$ cat src/rtl/cam_search_engine_pkg.sv
// Shared CAM definitions: geometry defaults and the entry-array type used by
// both the search engine and the downstream word mux.
// No logic; sizes only.
// Contents: CAM_DEPTH, CAM_WIDTH, CAM_IDX_W, cam_word_t, cam_entries_t.
package cam_search_engine_pkg;

  // Number of CAM entries.
  localparam int CAM_DEPTH = 32;
  // Bits per entry and per search key.
  localparam int CAM_WIDTH = 32;
  // Index width, log2(CAM_DEPTH).
  localparam int CAM_IDX_W = 5;

  // One stored word.
  typedef logic [CAM_WIDTH-1:0] cam_word_t;

  // Whole entry array, DEPTH words of WIDTH bits. Index [i] selects entry i,
  // matching the layout of the engine's entries_o port.
  typedef cam_word_t [CAM_DEPTH-1:0] cam_entries_t;

endpackage : cam_search_engine_pkg

$ cat src/rtl/cam_search_engine_priority_encoder.sv
// Lowest-index priority encoder for the CAM match vector.
// Latency: combinational.
// Backpressure: none.
// Ports: vec_i (DEPTH-bit match vector) in; hit_o (any bit set) and
//        index_o (lowest set bit, 0 when no bit set) out.
module cam_priority_encoder #(
  parameter int DEPTH = 32,
  parameter int IDX_W = 5
) (
  input  logic [DEPTH-1:0] vec_i,
  output logic             hit_o,
  output logic [IDX_W-1:0] index_o
);

  // Scan from the top down so the last assignment made is for the lowest
  // set bit; the index stays 0 when nothing matches.
  always_comb begin
    hit_o   = 1'b0;
    index_o = '0;
    for (int i = DEPTH - 1; i >= 0; i--) begin
      if (vec_i[i]) begin
        hit_o   = 1'b1;
        index_o = IDX_W'(i);
      end
    end
  end

endmodule : cam_priority_encoder

$ cat src/rtl/cam_search_engine.sv
// Content-addressable search engine with write/invalidate port.
// Latency: 2 cycles from search acceptance to result_valid_o, 1 search/cycle.
// Backpressure: result_ready_i low stalls stage 2; search_ready_o drops only
//               when both stages are full and the result is not taken.
// Ports:
//   clk, rst_n                      clock, async active-low reset
//   wr_valid_i/wr_inval_i/wr_index_i/wr_data_i   entry load or invalidate
//   search_valid_i/search_ready_o/search_key_i   search request handshake
//   result_valid_o/result_ready_i/result_hit_o/result_index_o  result handshake
//   entries_o                       stored entry array for the downstream mux
//   count_o                         number of valid entries
module cam_search_engine
  import cam_search_engine_pkg::*;
#(
  parameter int DEPTH = CAM_DEPTH,
  parameter int WIDTH = CAM_WIDTH,
  parameter int IDX_W = CAM_IDX_W
) (
  input  logic                        clk,
  input  logic                        rst_n,

  input  logic                        wr_valid_i,
  input  logic                        wr_inval_i,
  input  logic [IDX_W-1:0]            wr_index_i,
  input  logic [WIDTH-1:0]            wr_data_i,

  input  logic                        search_valid_i,
  output logic                        search_ready_o,
  input  logic [WIDTH-1:0]            search_key_i,

  output logic                        result_valid_o,
  input  logic                        result_ready_i,
  output logic                        result_hit_o,
  output logic [IDX_W-1:0]            result_index_o,

  output logic [DEPTH-1:0][WIDTH-1:0] entries_o,
  output logic [IDX_W:0]              count_o
);

  // Entry storage.
  logic [DEPTH-1:0][WIDTH-1:0] r_entries;
  logic [DEPTH-1:0]            r_valid;
  logic [IDX_W:0]              r_count;

  // Stage 1: registered match vector.
  logic                        r_s1_vld;
  logic [DEPTH-1:0]            r_s1_match;

  // Stage 2: encoded result.
  logic                        r_s2_vld;
  logic                        r_s2_hit;
  logic [IDX_W-1:0]            r_s2_idx;

  logic [DEPTH-1:0]            w_match;
  logic                        w_s2_free;
  logic                        w_s1_adv;
  logic                        w_accept;
  logic                        w_wr_was_valid;
  logic                        w_enc_hit;
  logic [IDX_W-1:0]            w_enc_idx;

  // Stage 2 can take new data when empty or when its result leaves now.
  assign w_s2_free      = !r_s2_vld || result_ready_i;
  // Stage 1 can take a new search when empty or when it drains into stage 2.
  assign w_s1_adv       = !r_s1_vld || w_s2_free;
  assign search_ready_o = w_s1_adv;
  assign w_accept       = search_valid_i && w_s1_adv;

  // Compare against the registered array, so a write on the accepting edge
  // is not visible to this search.
  always_comb begin
    w_match = '0;
    for (int i = 0; i < DEPTH; i++) begin
      w_match[i] = r_valid[i] && (r_entries[i] == search_key_i);
    end
  end

  assign w_wr_was_valid = r_valid[wr_index_i];

  // Entry array, valid bits and occupancy count. The count tracks valid-bit
  // transitions only, so it always equals the number of set valid bits.
  always_ff @(posedge clk or negedge rst_n) begin
    if (!rst_n) begin
      r_entries <= '0;
      r_valid   <= '0;
      r_count   <= '0;
    end else if (wr_valid_i) begin
      if (wr_inval_i) begin
        // Data is left in place; only the valid bit is cleared.
        r_valid[wr_index_i] <= 1'b0;
        if (w_wr_was_valid) begin
          r_count <= r_count - (IDX_W+1)'(1);
        end
      end else begin
        r_entries[wr_index_i] <= wr_data_i;
        r_valid[wr_index_i]   <= 1'b1;
        if (!w_wr_was_valid) begin
          r_count <= r_count + (IDX_W+1)'(1);
        end
      end
    end
  end

  cam_priority_encoder #(
    .DEPTH (DEPTH),
    .IDX_W (IDX_W)
  ) u_prienc (
    .vec_i   (r_s1_match),
    .hit_o   (w_enc_hit),
    .index_o (w_enc_idx)
  );

  // Two-stage search pipeline. Stage 1 holds its match vector while stage 2
  // is stalled; stage 2 holds its result until the consumer takes it.
  always_ff @(posedge clk or negedge rst_n) begin
    if (!rst_n) begin
      r_s1_vld   <= 1'b0;
      r_s1_match <= '0;
      r_s2_vld   <= 1'b0;
      r_s2_hit   <= 1'b0;
      r_s2_idx   <= '0;
    end else begin
      if (w_s1_adv) begin
        r_s1_vld <= w_accept;
        if (w_accept) begin
          r_s1_match <= w_match;
        end
      end
      if (w_s2_free) begin
        r_s2_vld <= r_s1_vld;
        // A bubble loads a clean miss so idle outputs read as zero.
        r_s2_hit <= r_s1_vld && w_enc_hit;
        r_s2_idx <= r_s1_vld ? w_enc_idx : '0;
      end
    end
  end

  assign result_valid_o = r_s2_vld;
  assign result_hit_o   = r_s2_hit;
  assign result_index_o = r_s2_idx;
  assign entries_o      = r_entries;
  assign count_o        = r_count;

endmodule : cam_search_engine

$ cat config.mk
export PLATFORM = sky130hd
export DESIGN_NAME = cam_search_engine
export DESIGN_NICKNAME = d
export VERILOG_FILES = /design/src/rtl/cam_search_engine_pkg.sv /design/src/rtl/cam_search_engine_priority_encoder.sv /design/src/rtl/cam_search_engine.sv
export SDC_FILE = /design/constraint.sdc
export NUM_CORES = 2
export LEC_CHECK = 0
export BUFFER_PORTS_ARGS = -buffer_cell sky130_fd_sc_hd__buf_2
export CAP_MARGIN = 25
export CORE_AREA = 2 2 428 430
export DETAILED_ROUTE_END_ITERATION = 10
export DIE_AREA = 0 0 430 432
export PLACE_DENSITY = 0.59
export SYNTH_ARGS = -nofsm -noshare
export SYNTH_HDL_FRONTEND = slang
export SYNTH_SLANG_ARGS = --single-unit
$ cat constraint.sdc
create_clock -name clk -period 2.95 [get_ports clk]
set_clock_uncertainty 0.05 [all_clocks]
set_input_delay 0.1475 -clock clk [delete_from_list [all_inputs] [get_ports clk]]
set_output_delay 0.1475 -clock clk [all_outputs]
set_load 0.02 [all_outputs]
==> metrics.cfg <==
[setup_path]
crit_family = buffers and inverters
cp_max_fo = 32
cp_slowest_stage_delay_ps = 630
critPathCaptureType = register
crit_type = input port to register
ff2ff_setup_slack_ps = 370
critical_path_required_ps = 3550
startpoint_type = input port
critPathArrivalTime_ps = 3360
cp_num_buf_inv = 5
slowest_stage = dlygate4sd3_1
crit_path_cell_trace = dlygate4sd3_1 -> buf_2 -> nand3_1 -> dlygate4sd3_1 -> buf_4 -> nand2b_2 -> nor2_2 -> buf_4 -> mux2_2

[sta]
slew_viol_final = 0
fmax_mhz = 362.5
setup_viol = 0
worst_slew_pin_slew_ps = 1203
relSlewSlack_pct = 19.79
fin_setup_tns_ps = 0
hold_viol = 0
rsz0062_at_grt = no
period_share_pct = 93.52
period_minus_slack_ps = 2759

[floorplanning]
start_util_pct = 29.52
die_y_um = 432
rows = 157
fp.dieW_um = 430
top_level_ports = 1113
die-area_mm2 = 0.1858
core_area_mm2 = 0.1817

[placement]
place_congestion = 0.9058
post-dp-hpwl_um = 208000
portBuffers = 1112

[routing]
vias_per_cell = 5.576
firstDrtPassIters = 8
dr_total_vias = 43690
ant_nets = 0
routed_wl_um = 308200
drt_iter0_markers = 5667
wl_per_cell_um = 39.33
drcViolationCount = 0

[layout]
multi_input_area_mm2 = 0.02464
fillers = 17850
nets = 5404
syn_to_final_growth_pct = 26.38
regArea_mm2 = 0.02758
drive_above_1_share_pct = 47.47

[clocking]
cts_resized = 0
cts_setup_buffers = 0
ctsRootBufferMaster = clkbuf_16
clockBufferDepth = 3
cts_tree = done
clock_latency_ps = 800
cts.clk_slew.worst_paths_ps = 60
htreeDepth = 4
clkSinkCount = 1102
cts_buffers = 135

[synth]
syn-cell-area_mm2 = 0.05364
ys_seq_area_share_pct = 51.41
async_flop_share_pct = 100.0
synth.area.top_cells = dfrtp_1 (51%), mux2_2 (21%), xor2_1 (8.6%)
syn-instance-count = 4185
avgSynthCellArea_um2 = 12.82
synth_edf_count = 0
synth_top_area_cell = dfrtp_1
yosysWarningCount = 0
ys_ff_latch = 1102
ys.flop_type = dfrtp_1
synth_cell_type_count = 52
synthesis.nets = 4265
synthDominantCellAreaShare_pct = 51.41

[power]
p_comb_share_pct = 25.6
intPower_mw = 31.56
p_sw_mw = 17.51
totalPowerFinal_mw = 49.06
power_density_mw_per_mm2 = 723.7
p_sw_share_pct = 35.68
p_clk_share_pct = 34.8
cellLeakagePower_nw = 33.30
seqPwrFrac_pct = 39.6
ir_drop_uv = 636.0

[hold_path]
hold_class = input port to register

[global_route]
grt_pass1_wl_um = 402400
gr-total-overflow = 0
grt_pass1_vias = 42540
grt_max_degree = 104
antenna_found_initial = 39
grt_use_total_pct = 32.35

[outcome]
outcome = finished, final reports clean

[job]
maxCapViolations = 0

[cells in the final DEF, fill, tap and decap left out, types with 12 or more instances in the layout]
cell           instances
dfrtp_1             1102
buf_2               1047
mux2_2              1017
xor2_1               526
xnor2_1              498
buf_4                236
nor4_1               140
nand4_1              139
clkbuf_16            138
o21ai_0               67
nand3_1               52
nor3_1                52
nand2_1               48
buf_12                40
clkbuf_1              35
diode_2               26
clkbuf_8              24
dlygate4sd3_1         24
nor2_1                18
inv_1                 17
o31ai_1               17
mux2i_1               17
a22o_1                17
clkinv_2              17
a21oi_1               12
[tightest hold or removal path, delay by kind of cell]
family	cells	cell delay (ps)
AND/OR/NAND/NOR	2	140
buffers and inverters	1	220
XOR/XNOR	1	170
AO/OA/AOI/OAI	1	180
[path summary, 6_finish.rpt]
path / from / to / cells past startpoint
setup / recovery: wr_index_i[0] / entries_o[753] / 9
hold / removal: search_key_i[28] / r_s1_match[31] / 5
setup reg to reg: entries_o[602] / r_s1_match[18] / 8
hold reg to reg: count_o[5] / count_o[5] / 1
max in group asynchronous: rst_n / r_s1_match[23] / 4
min in group asynchronous: rst_n / entries_o[796] / 3
[area by class of cell]
cell class,instances,share of cell area (%)
diodes,26,0.09597
clock buffers,197,5.775
clock inverters,40,0.7198
inverters,17,0.09412
multi-input cells,2720,36.34
flip-flops and latches,1102,40.68
well taps,2385,4.402
repair buffers,1348,11.90
[per-layer routing]
| metal | share of wire, % | vias up | GRT usage, % |
|---|---|---|---|
| met5 | 0.014 | - | 0 |
| met4 | 7.5 | 6 | 21.03 |
| met3 | 9.8 | 911 | 9.084 |
| met2 | 45 | 3129 | 50.02 |
| met1 | 37 | 22760 | 39.53 |
| li1 | - | 16890 | - |
[registers in the layout (all words and copies together), names as in the netlist, named ones only]
name and count:
result_valid_o 1, count_o 6, result_hit_o 1, entries_o 1024, r_s1_vld 1, result_index_o 5, r_s1_match 32
[Yosys cell counts, types with 2 or more instances]
master	count
xor2_1	526
a211o_1	2
a21o_1	2
nand2b_1	8
or2_2	3
clkbuf_1	148
nand3b_1	4
nor2b_1	2
nor2_1	38
mux2_1	9
inv_1	17
dfrtp_1	1102
nand4_1	139
o21ai_0	67
or3_1	3
or3b_1	3
a21oi_1	12
nor3b_1	4
mux2i_1	17
a22o_1	17
nand2_1	49
xnor2_1	498
nor3_1	52
buf_2	133
ha_1	4
a31oi_1	2
nand3_1	52
o31ai_1	17
a211oi_1	3
or4_1	2
nor4_1	140
o21bai_1	3
o22ai_1	8
and2_1	2
buf_1	64
mux2_2	1017
[through the flow]
step	util, %	hold slack (ps)	worst slack [ps]	instances	instance area (um^2)
after detailed placement	34.71	109.5	294.0	7547	63070
after CTS	37.28	11.51	219.1	7809	67730
after global routing	37.28	64.15	68.62	7813	67740
after floorplan	-	-198.1	707.6	4185	53640
after global placement	34.71	101.8	255.1	7547	63070
final	37.31	86.64	191.0	7835	67800
[power groups by stage]
| stage | Combinational (mW) | Sequential (mW) | Clock [mW] |
|---|---|---|---|
| after floorplan | 4.41 | 21.4 | 0 |
| after global routing | 13.0 | 19.6 | 17.9 |
| after global placement | 12.3 | 19.5 | 0 |
| after detailed placement | 12.4 | 19.6 | 0 |
| after CTS | 12.5 | 19.4 | 17.3 |
| final | 12.6 | 19.4 | 17.1 |
[kinds of logic (layout without fill, tap and decap cells)]
| group | after synthesis | count (layout) | share of synthesized area, % |
|---|---|---|---|
| AO/OA/AOI/OAI | 143 | 143 | 1.703 |
| XOR/XNOR | 1025 | 1025 | 16.75 |
| flip-flops | 1102 | 1102 | 51.41 |
| other | 0 | 26 | 0 |
| AND/OR/NAND/NOR | 504 | 504 | 5.290 |
| buffers and inverters | 363 | 1602 | 2.864 |
| adder cells (fa/ha/maj) | 5 | 5 | 0.1306 |
| multiplexers | 1043 | 1043 | 21.86 |
[what timing repair did]
| item | 4_1_cts | 5_1_grt |
|---|---|---|
| hold buffers | 25 | 0 |
| hold endpoints to repair | 766 | 0 |
| setup endpoints to repair | 0 | 0 |
No activity file was read; power rests on OpenSTA's default activity.
